## src/rtl/traffic_monitor.sv

```systemverilog
// traffic_monitor
//   Receive-side checker for a two-direction lamp bus (bit 0 = dir0, bit 1 = dir1).
//   The monitor decodes each lamp sample into one of four phases and locks onto
//   the phase sequence P0 -> P1 -> P2 -> P3 -> P0. It also times every phase and
//   flags illegal lamp codes, out-of-order phases and wrong phase durations.
//   Every output is registered and reflects the sample taken at the previous
//   posedge.
// Ports
//   clk, rst     clock; asynchronous active-high reset
//   r, y, g      red / yellow / green lamps, [dir1:dir0]
//   phase        last legally decoded phase (holds across illegal samples)
//   phase_valid  last sample was a legal code
//   run_cnt      consecutive samples of the current phase, saturating
//   locked       sequence tracking active
//   err_illegal  pulse: illegal lamp code
//   err_seq      pulse: legal phase change to the wrong next phase
//   err_timing   pulse: phase ended early or overran its length
//   err_sticky   OR of all error pulses since reset
//   cycles       completed P3->P0 transitions while locked, saturating
module traffic_monitor #(
  parameter int GREEN_LEN  = 6,
  parameter int YELLOW_LEN = 2,
  parameter int CNT_W      = 4,
  parameter int CYC_W      = 8
) (
  input  logic             clk,
  input  logic             rst,
  input  logic [1:0]       r,
  input  logic [1:0]       y,
  input  logic [1:0]       g,
  output logic [1:0]       phase,
  output logic             phase_valid,
  output logic [CNT_W-1:0] run_cnt,
  output logic             locked,
  output logic             err_illegal,
  output logic             err_seq,
  output logic             err_timing,
  output logic             err_sticky,
  output logic [CYC_W-1:0] cycles
);

  typedef enum logic {SYNC, LOCKED} state_t;

  localparam logic [CNT_W:0] GLEN = (CNT_W+1)'(GREEN_LEN);
  localparam logic [CNT_W:0] YLEN = (CNT_W+1)'(YELLOW_LEN);

  state_t           state, state_nx;
  logic [1:0]       cur;
  logic             cur_legal;
  logic [1:0]       phase_succ;
  logic [CNT_W:0]   prev_len;
  logic [CNT_W:0]   run_inc;
  logic [1:0]       phase_nx;
  logic             valid_nx;
  logic [CNT_W-1:0] run_nx;
  logic             ill_nx, seq_nx, tim_nx, sticky_nx;
  logic [CYC_W-1:0] cyc_nx;

  always_comb begin
    cur       = '0;
    cur_legal = 1'b1;
    case ({r, y, g})
      6'b01_00_10: cur = 2'd0;
      6'b01_10_00: cur = 2'd1;
      6'b10_00_01: cur = 2'd2;
      6'b10_01_00: cur = 2'd3;
      default:     cur_legal = 1'b0;
    endcase
  end

  // Odd phases are yellow, even phases are green.
  assign prev_len   = phase[0] ? YLEN : GLEN;
  assign phase_succ = phase + 2'd1;
  // One bit wider than run_cnt so an overrun compare is never hidden by wrap.
  assign run_inc    = {1'b0, run_cnt} + (CNT_W+1)'(1);
  assign locked     = (state == LOCKED);

  always_comb begin
    state_nx = state;
    phase_nx = phase;
    valid_nx = phase_valid;
    run_nx   = run_cnt;
    ill_nx   = 1'b0;
    seq_nx   = 1'b0;
    tim_nx   = 1'b0;
    cyc_nx   = cycles;
    if (!cur_legal) begin
      ill_nx   = 1'b1;
      valid_nx = 1'b0;
      run_nx   = '0;
      state_nx = SYNC;
    end else begin
      phase_nx = cur;
      valid_nx = 1'b1;
      if (phase_valid && cur == phase)
        run_nx = (run_cnt == '1) ? run_cnt : run_cnt + CNT_W'(1);
      else
        run_nx = CNT_W'(1);
      if (state == SYNC) begin
        if (phase_valid && cur == phase_succ)
          state_nx = LOCKED;
      end else begin
        if (cur == phase) begin
          if (run_inc > prev_len) begin
            tim_nx   = 1'b1;
            state_nx = SYNC;
          end
        end else if (cur == phase_succ) begin
          if ({1'b0, run_cnt} != prev_len) begin
            tim_nx   = 1'b1;
            state_nx = SYNC;
          end else if (phase == 2'd3 && cycles != '1) begin
            cyc_nx = cycles + CYC_W'(1);
          end
        end else begin
          seq_nx   = 1'b1;
          state_nx = SYNC;
        end
      end
    end
    sticky_nx = err_sticky | ill_nx | seq_nx | tim_nx;
  end

  always_ff @(posedge clk or posedge rst) begin
    if (rst) state <= SYNC;
    else     state <= state_nx;
  end

  always_ff @(posedge clk or posedge rst) begin
    if (rst) begin
      phase       <= '0;
      phase_valid <= 1'b0;
      run_cnt     <= '0;
      err_illegal <= 1'b0;
      err_seq     <= 1'b0;
      err_timing  <= 1'b0;
      err_sticky  <= 1'b0;
      cycles      <= '0;
    end else begin
      phase       <= phase_nx;
      phase_valid <= valid_nx;
      run_cnt     <= run_nx;
      err_illegal <= ill_nx;
      err_seq     <= seq_nx;
      err_timing  <= tim_nx;
      err_sticky  <= sticky_nx;
      cycles      <= cyc_nx;
    end
  end

endmodule

```

## config.mk

```make
export PLATFORM = sky130hd
export DESIGN_NAME = traffic_monitor
export DESIGN_NICKNAME = d
export VERILOG_FILES = /design/src/rtl/traffic_monitor.sv
export SDC_FILE = /design/constraint.sdc
export NUM_CORES = 1
export LEC_CHECK = 0
export ABC_AREA = 1
export CAP_MARGIN = 20
export CORE_MARGIN = 3
export CORE_UTILIZATION = 50
export DETAILED_ROUTE_END_ITERATION = 8
export PLACE_DENSITY = 0.79
export SETUP_SLACK_MARGIN = 0.1
export SLEW_MARGIN = 30
export SYNTH_ARGS = -nofsm -noshare
export SYNTH_HDL_FRONTEND = slang
export SYNTH_SLANG_ARGS = --single-unit
```

## constraint.sdc

```tcl
create_clock -name clk -period 1.84 [get_ports clk]
set_input_delay 0.552 -clock clk [delete_from_list [all_inputs] [get_ports clk]]
set_output_delay 0.552 -clock clk [all_outputs]
set_load 0.01 [all_outputs]
```

=== Word-level counts from Yosys, hierarchy flattened ===
Index checks and enable logic that the tools add are counted.

* Add/sub/neg operators: 4
* Order comparisons: 1
* Equal/unequal tests: 11
* Muxes and demuxes: 25
* Bitwise gates (word level): 5
* Reduce and logical (&&, ||, !) cells: 5

{| class="wikitable"
|+ Operators by type and width
! kind !! number
|-
| two-way mux 1 bit || 20
|-
| equality test 6 x 5 -> 1 bit (second input constant) || 2
|-
| equality test 6 bit (second input constant) || 2
|-
| two-way mux 4 bit || 3
|-
| adder 8 x 1 -> 8 bit (second input constant) || 1
|-
| inequality test 8 bit (second input constant) || 1
|-
| case mux 2 bit (3 select lines) || 1
|-
| AND reduction 6 bit || 1
|-
| adder 4 x 1 -> 5 bit (second input constant) || 1
|-
| > comparator 5 x 3 -> 1 bit || 1
|-
| adder 4 x 1 -> 4 bit (second input constant) || 1
|-
| equality test 2 bit || 2
|-
| equality test 4 bit (second input constant) || 1
|-
| inequality test 4 x 3 -> 1 bit || 1
|-
| OR reduction 4 bit || 1
|-
| logical AND 1 bit || 3
|-
| two-way mux 3 bit || 1
|-
| inequality test 3 bit (second input constant) || 1
|-
| OR 1 bit || 3
|-
| adder 2 x 1 -> 2 bit (second input constant) || 1
|-
| equality test 2 bit (second input constant) || 1
|-
| NOT 1 bit || 2
|}

* Register bits after elaboration: 20
* Input port bits: 8
* Word-level logic and storage cells: 60

=== Logic depth before layout (Yosys ltp) ===
Gate-level depths: netlist of the first run.

* Depth in word-level cells: 9
* Mapped depth: 12
* Gate-level depth less buffers: 12

=== Worst setup path before layout of the first run ===
Ideal clock, no wire load.

* Kind: register to register
* Start point: reg run_cnt[0]
* End point: reg err_sticky
* Library setup time: 0.127 ns
* Data arrival time: 1.639 ns
* Data required time: 1.713 ns
* Setup slack: 0.074 ns
* Stages on the path, launching flop included: 12
* Buffers on the path: 0
* Clock period less this slack: 1.766 ns
* Cells stage by stage: dfrtp_1 -> ha_1 -> xor2_1 -> ha_1 -> inv_1 -> nor2_1 -> o21ai_0 -> nand2_1 -> nand2_1 -> nand2_1 -> nand2_1 -> nand3b_1

* Longest elaborated chain between the ends: 7

{| class="wikitable"
|+ Ends and longest elaborated chain
! what !! RTL line !! text
|-
| start: declaration || 33 || <nowiki>output logic [CNT_W-1:0] run_cnt,</nowiki>
|-
| start signal: assignment || 142 || <nowiki>run_cnt <= run_nx;</nowiki>
|-
| adder 4 x 1 -> 5 bit / inequality test 4 x 3 -> 1 bit (equally long branches) || 75, 109 ||
|-
| > comparator 5 x 3 -> 1 bit / two-way mux 1 bit (equally long branches) || 104, 109 ||
|-
| two-way mux 1 bit (on tied branches) || 104, 108 ||
|-
| two-way mux 1 bit * || 103 || <nowiki>if (cur == phase) begin</nowiki>
|-
| two-way mux 1 bit * || 99 || <nowiki>if (state == SYNC) begin</nowiki>
|-
| two-way mux 1 bit * || 87 || <nowiki>if (!cur_legal) begin</nowiki>
|-
| OR 1 bit * || 121 || <nowiki>sticky_nx = err_sticky | ill_nx | seq_nx | tim_nx;</nowiki>
|-
| named net sticky_nx || 56 || <nowiki>logic ill_nx, seq_nx, tim_nx, sticky_nx;</nowiki>
|-
| end signal: assignment || 146 || <nowiki>err_sticky <= sticky_nx;</nowiki>
|-
| end: declaration || 38 || <nowiki>output logic err_sticky,</nowiki>
|}

Mark *: on every way through the listed nets, which the timed path passes. The rest lies on a longest branch.
A chain may end at the register's enable or synchronous reset.

=== Final worst setup path of the first run ===
* Start point: in g[1]
* End point: reg cycles[0]

* Longest elaborated chain between the ends: 5

{| class="wikitable"
|+ Ends and longest elaborated chain
! what !! RTL line !! text
|-
| start: declaration || 30 || <nowiki>input logic [1:0] g,</nowiki>
|-
| equality test 6 bit / equality test 6 x 5 -> 1 bit (equally long branches) || 62 || <nowiki>case ({r, y, g})</nowiki>
|-
| case mux 2 bit (3 select lines) || 62 ||
|-
| equality test 2 bit || 103 ||
|-
| NOT 1 bit (no line) || n/a ||
|-
| AND reduction 6 bit (no line) * || n/a ||
|-
| end signal: assignment || 147 || <nowiki>cycles <= cyc_nx;</nowiki>
|-
| end: declaration || 39 || <nowiki>output logic [CYC_W-1:0] cycles</nowiki>
|}

Every way passes the cells marked *; elsewhere a longest branch is shown, timed or not.

==> parameters.txt, run 1 <==
Parameter                              Value

Detailed routing
  First DRT Iteration DRCs    28
  Antenna-violating nets left    0
  Routed length per placed instance    13.3 um
  Via count    roughly 1.3k
  First-pass detailed-route iteration total    5
  Wirelength, routed    3250 um
  Via density per instance    5.22
  # DRC    0

Final layout
  Signed area change from the synthesized netlist to the final layout    43.7%
  Antenna diode count    0
  End-of-flow core utilization    0.801
  Post-layout net count    232
  Top library cells by usage in the layout, fill and taps aside    sky130_fd_sc_hd__nand2_1 (38), sky130_fd_sc_hd__dlygate4sd2_1 (22), sky130_fd_sc_hd__buf_4 (22), sky130_fd_sc_hd__inv_1 (21), sky130_fd_sc_hd__dfrtp_1 (17)
  Most frequent standard cell in the layout excluding fill and tap cells    sky130_fd_sc_hd__nand2_1
  Fraction of layout cells with a size suffix above 1    0.286

Global routing
  Overall Global Routing Usage    0.215
  Total congestion overflow after global routing    0
  Wire length of the first global-routing pass    5620 um
  Number of antenna violations at the first check in global routing    0
  Vias in the first global route    about 1.3k
  Largest net degree at the start of global routing    21

Clocking
  Cts bufs inserted    3
  H-tree depth    1
  Clock tree buffer depth    2
  TritonCTS clock tree    built
  Quantity of hold-fixing buffers added after cts    0
  Clock insertion delay at the later pin of the skew report    310 ps
  CTS Root Cell    sky130_fd_sc_hd__clkbuf_4
  Clock edge transition at the registers on the reported setup and hold paths    around 110 ps
  Sink count of the clock tree    20

Timing
  Worst path setup slack after routing    just over 100 ps
  Relative slew slack    0.773
  Fmax    0.576 GHz
  Setup violation total in the final timing report    0
  Unrepaired setup endpoints after global routing    yes
  Transition at the pin with the smallest max-transition slack    roughly 340 ps
  Largest clock skew in the final design    6.90 ps
  Final critical-path required period    1740 ps
  Count of final hold-check violations    0
  Slew Limit Fails    0
  Post-route fraction of the period consumed by the critical path    0.944

Pwr
  Power per Cell Area    578 nW/um2
  Total power of the final layout    between 1 and 1.5 mW
  LEAKAGE    1.09 nW
  Worst IR Drop VDD    0.665 mV

Critical path
  Critical path arrival    1990 ps
  Setup Crit Path Kind    primary input to flop
  CP endpoint kind    flop
  Cell with the largest stage delay on the worst path    sky130_fd_sc_hd__dlygate4sd2_1
  Largest fanout on the critical path    8
  CP Buf/Inv Count    1
  CP cell instances    dlygate4sd2_1 > nor2_4 > nand3_4 > nand3b_1 > nand2_2 > nand2_4 > nand3_4 > nor2_8 > nand2_1 > nand2_1
  Worst stage delay on the critical path    290 ps
  Req. time, crit path    about 2100 ps
  Crit-path leading delay family    simple AND/OR/NAND/NOR gates
  Kind of start point of the critical path    primary input

Die
  Core ar.    2360 um2
  Row count    17
  Top-level port count    28
  Total Die Area    3280 um2
  Vertical die dimension    57.3 um
  Chip width    57.3 um
  Initial Utilization    0.557

Placed design
  Number of port buffers    27
  Half-perimeter wire length after placement    2250 um
  Placer Congestion    0.798
  Post-placement worst setup slack    -428 ps

Logic synthesis
  Flop and latch count out of synthesis    20
  Netlist area before placement    1320 um2
  Number of warnings reported in the yosys synthesis log    0
  Mapped Nets    177
  Part of the Yosys area used for sequential elements    0.380
  Synthesized netlist cell count    163
  Number of distinct library cell variants in the gate-level netlist after synthesis    24
  Post-Syn Area per Cell    about 8 um2

Run status
  Status    finished clean

Min path
  Hold WC Path Type    flop to flop

Job
  # Max-Cap Violations    0
where the power goes:
| group | total, mW | switching, mW | internal, mW |
|---|---|---|---|
| sequential | 0.475 | 0.0198 | 0.455 |
| clock | 0.258 | 0.137 | 0.121 |
| combinational | 0.360 | 0.213 | 0.147 |
sequential cells by signal, summed over array words and instances, names as in the netlist:
name	flops
err_seq	1
err_illegal	1
locked	1
cycles	8
err_sticky	1
run_cnt	4
err_timing	1
phase	2
phase_valid	1
stage by stage:
step           TNS, ps  hold WS (ps)  instance area, um2  instances
2_1_floorplan        0           506                1320        163
3_3_place_gp     -5200           475                1680        225
3_5_place_dp     -6220           478                1680        225
4_1_cts              0           499                1850        244
5_1_grt          -1.60           548                1890        245
6_report             0           496                1890        245
tightest hold or removal path, delay by kind of cell (launching register included):
| kind | cells | cell delay (ps) |
|---|---|---|
| DFF | 1 | 360 |
| and+or+nand+nor | 2 | 120 |
cells in the mapped netlist (all sizes together):
cell    instances  area (um2)
a21oi           4        20.0
dfrtp          20         500
ha              6        75.1
inv            24        90.1
nand2          47         204
nand3          14         103
nand3b          2        15.0
nand4           2        12.5
nor2           20         144
nor3            1        5.00
o21a            1        7.51
o21ai          13        65.1
o21bai          1        7.51
or2             1        6.26
xnor2           3        26.3
xor2            4        35.0
logic make-up (layout without fill, tap and decap cells):
kind of cell             after synthesis  after routing  share of synthesized area
AND/OR/NAND/NOR                       87             88                      0.372
buffers and inverters                 24             77                     0.0684
flip-flops                            20             20                      0.380
AO/OA/AOI/OAI                         19             19                     0.0760
XOR/XNOR                               7              7                     0.0466
adder cells (fa/ha/maj)                6              6                     0.0570
final cells by class:
class                      instances  area (um2)
tap                               28        35.0
multi-input combinational        120         816
sequential                        20         504
clock buffer                       4        36.3
inverter                          24        90.1
fill                             157         469
timing repair buffer              49         410
worst paths after layout:
check / from / to / slack, ps / cells after the start
worst max-delay path: g[1] / cycles[0]$_DFFE_PP0P_ / 100 / 10
worst min-delay path: err_sticky$_DFF_PP0_ / err_sticky$_DFF_PP0_ / 500 / 2
worst max register to register: run_cnt[0]$_DFFE_PP0P_ / err_sticky$_DFF_PP0_ / 130 / 11
worst min register to register: err_sticky$_DFF_PP0_ / err_sticky$_DFF_PP0_ / 500 / 2
max in group asynchronous: rst / run_cnt[2]$_DFFE_PP0P_ / 1050 / 3
min in group asynchronous: rst / cycles[4]$_DFFE_PP0P_ / 560 / 3
layer usage:
layer,GRT usage,wire [um],part of all wire
met5,0,0,0
met3,0.0362,153,0.047
met1,0.253,1330,0.41
met4,0.0795,71,0.022
met2,0.388,1700,0.52
repair_timing:
item / 4_1_cts / 5_1_grt
setup buffers: 14 / 1
pin swaps: 7 / 5
gates resized for setup: 42 / 16
cloned: 1 / 0
setup endpoints to repair: 35 / 17
(Power assumes the default switching activity.)
==> inputs of run 2 (changes only) <==
--- a/config.mk
+++ b/config.mk
@@ -16,3 +16,4 @@
 export SYNTH_ARGS = -nofsm -noshare
 export SYNTH_HDL_FRONTEND = slang
 export SYNTH_SLANG_ARGS = --single-unit
+export TNS_END_PERCENT = 20
==> run 2 against run 1 <==
Flip-flop and latch count stayed put. Clock-buffer cell count unchanged. Worst hold slack worse by 1.6 ps. Critical path type is now flop to flop. Largest cell class unchanged.
==> parameters.txt, run 2 (same netlist as run 1, synthesis figures left out) <==
Parameter                              Value

Critical path
  Kind of start point of the critical path    flop
  CP endpoint kind    flop
  Req. time, crit path    2040 ps (-60 ps)
  Most used cell, CP    sky130_fd_sc_hd__nand2_1
  Crit path to    err_sticky$_DFF_PP0_
  CP cell instances    ha_4 > xor2_2 > ha_1 > inv_1 > nor2_1 > o21ai_1 > nand2_1 > nand2_1 > nand2_1 > nand2_2 > nand3b_1
  Cell with the largest stage delay on the worst path    sky130_fd_sc_hd__dfrtp_2
  Critical path arrival    1900 ps (-90 ps)
  Number of cells on the critical path    11 (+1)
  Crit-path leading delay family    adder cells
  Setup Crit Path Kind    flop to flop
  Largest fanout on the critical path    2 (-6)
  Reg2Reg Launch Point    run_cnt[0]$_DFFE_PP0P_
  Worst stage delay on the critical path    440 ps (+150 ps)
  CP Buf/Inv Count    1 (unchanged)
  Terminus of the critical flop-to-flop path    err_sticky$_DFF_PP0_
  R2R setup slack    140 ps (about the same)
  Worst Setup SP    run_cnt[0]$_DFFE_PP0P_
  Cell depth of the worst flop-to-flop path    11 (unchanged)

Final layout
  End-of-flow core utilization    0.764 (-0.0371)
  Registers with the most flip-flops    cycles (8), run_cnt (4), phase (2)
  Signed area change from the synthesized netlist to the final layout    37.1%
  Count of non-filler cells in the finished layout    235 (-4.1%)
  Post-layout net count    222 (-4.3%)
  Final instance area    1800 um2 (-4.6%)
  Antenna diode count    0 (unchanged)
  Register with the most flip-flops    cycles
  Top library cells by usage in the layout, fill and taps aside    sky130_fd_sc_hd__nand2_1 (38), sky130_fd_sc_hd__inv_1 (21), sky130_fd_sc_hd__dlygate4sd2_1 (20), sky130_fd_sc_hd__dfrtp_1 (17), sky130_fd_sc_hd__buf_4 (12)
  Most frequent standard cell in the layout excluding fill and tap cells    sky130_fd_sc_hd__nand2_1
  Largest register FFs    8 (unchanged)
  Fraction of layout cells with a size suffix above 1    0.246 (-0.0393)

Detailed routing
  Routed length per placed instance    13.3 um (+0.37%)
  First DRT Iteration DRCs    36 (+29%)
  Via density per instance    5.33 (+2.1%)
  # DRC    0 (unchanged)
  Wirelength, routed    3130 um (-3.7%)
  Antenna-violating nets left    0 (unchanged)
  First-pass detailed-route iteration total    5 (unchanged)
  Via count    1252 (-2.0%)

Global routing
  Vias in the first global route    1257 (-4.3%)
  Wire length of the first global-routing pass    5430 um (-3.4%)
  Number of antenna violations at the first check in global routing    0 (unchanged)
  Largest net degree at the start of global routing    21 (unchanged)
  Overall Global Routing Usage    0.208 (-0.00704)
  Total congestion overflow after global routing    0 (unchanged)

Run status
  Status    finished clean

Timing
  Fmax    0.588 GHz (+2.1%)
  Setup violation total in the final timing report    0 (unchanged)
  Count of final hold-check violations    0 (unchanged)
  Unrepaired setup endpoints after global routing    yes
  Post-route fraction of the period consumed by the critical path    0.925 (-0.0191)
  Slew Limit Fails    0 (unchanged)
  Largest clock skew in the final design    4.55 ps (-2.35 ps)
  Relative slew slack    0.776 (+0.00266)
  Transition at the pin with the smallest max-transition slack    335 ps (-3.98 ps)
  Final critical-path required period    1700 ps (-35.2 ps)

Pwr
  LEAKAGE    1.03 nW (-5.4%)
  Power per Cell Area    610 nW/um2 (+5.6%)
  Worst IR Drop VDD    0.616 mV (-7.3%)

Min path
  Cell depth of the worst hold path    2 (unchanged)
  Hold WC Path Type    flop to flop

Clocking
  Clock edge transition at the registers on the reported setup and hold paths    110 ps (about the same)
  TritonCTS clock tree    built
  H-tree depth    1 (unchanged)
  CTS Root Cell    sky130_fd_sc_hd__clkbuf_4
  Clock tree buffer depth    2 (unchanged)
  Sink count of the clock tree    20 (unchanged)
  Clock insertion delay at the later pin of the skew report    310 ps (about the same)
  Cts bufs inserted    3 (unchanged)

Placed design
  Area post-placement    1680 um2 (unchanged)
  Half-perimeter wire length after placement    2250 um (unchanged)
  Placer Congestion    0.798 (unchanged)
  Dpl cells    225 (unchanged)
  Number of port buffers    27 (unchanged)

Die
  Row count    17 (unchanged)
  Core ar.    2360 um2 (unchanged)
  Initial Utilization    0.557 (unchanged)
  Top-level port count    28 (unchanged)
  Total Die Area    3280 um2 (unchanged)
  Chip width    57.3 um (unchanged)
  Vertical die dimension    57.3 um (unchanged)

Job
  # Max-Cap Violations    0 (unchanged)
[run 2: cell type report]
class,instances,area [um2]
flip-flops and latches,20,504
multi-input cells,120,801
inverters,24,90.1
well taps,28,35.0
fillers,181,557
repair buffers,39,338
clock buffers,4,36.3
[run 2: routing by layer]
metal | GRT usage | up-vias | wire length (um)
met4 | 0.0861 | 0 | 56
li1 | - | 613 | -
met2 | 0.365 | 42 | 1630
met3 | 0.0385 | 8 | 179
met5 | 0 | - | 0
met1 | 0.248 | 589 | 1260
[run 2: worst min path at each step]
stage,start,end
3_3_place_gp,locked$_DFF_PP0_,locked$_DFF_PP0_
3_5_place_dp,err_sticky$_DFF_PP0_,err_sticky$_DFF_PP0_
4_1_cts,locked$_DFF_PP0_,locked$_DFF_PP0_
5_1_grt,locked$_DFF_PP0_,locked$_DFF_PP0_
2_1_floorplan,locked$_DFF_PP0_,locked$_DFF_PP0_
6_report,err_sticky$_DFF_PP0_,err_sticky$_DFF_PP0_
[run 2: metrics by stage]
stage          total power, mW  hold slack (ps)  setup TNS (ps)  setup WS (ps)
4_1_cts                   1.08              497               0           85.0
3_5_place_dp             0.814              478           -6220           -428
2_1_floorplan            0.702              506               0            107
5_1_grt                   1.17              503           -2.19          -2.19
3_3_place_gp             0.803              475           -5200           -361
6_report                  1.10              494               0            138
[run 2: where the power goes]
group | switching, mW | internal (mW) | total, mW
clock network | 0.141 | 0.121 | 0.262
registers | 0.0193 | 0.455 | 0.474
logic | 0.211 | 0.154 | 0.365
total | 0.372 | 0.730 | 1.10
[run 2: repair_timing]
item	CTS	global route
hold buffers	0	0
gates resized for setup	42	12
buffers inserted	2	3
setup endpoints to repair	35	17
gates cloned	1	0
pin swaps	7	12
[run 2: worst min-delay path: stages, from the launching register on]
cell                       delay (ps)
sky130_fd_sc_hd__dfrtp_1          360
sky130_fd_sc_hd__nor2_1            50
sky130_fd_sc_hd__nand3b_1          60
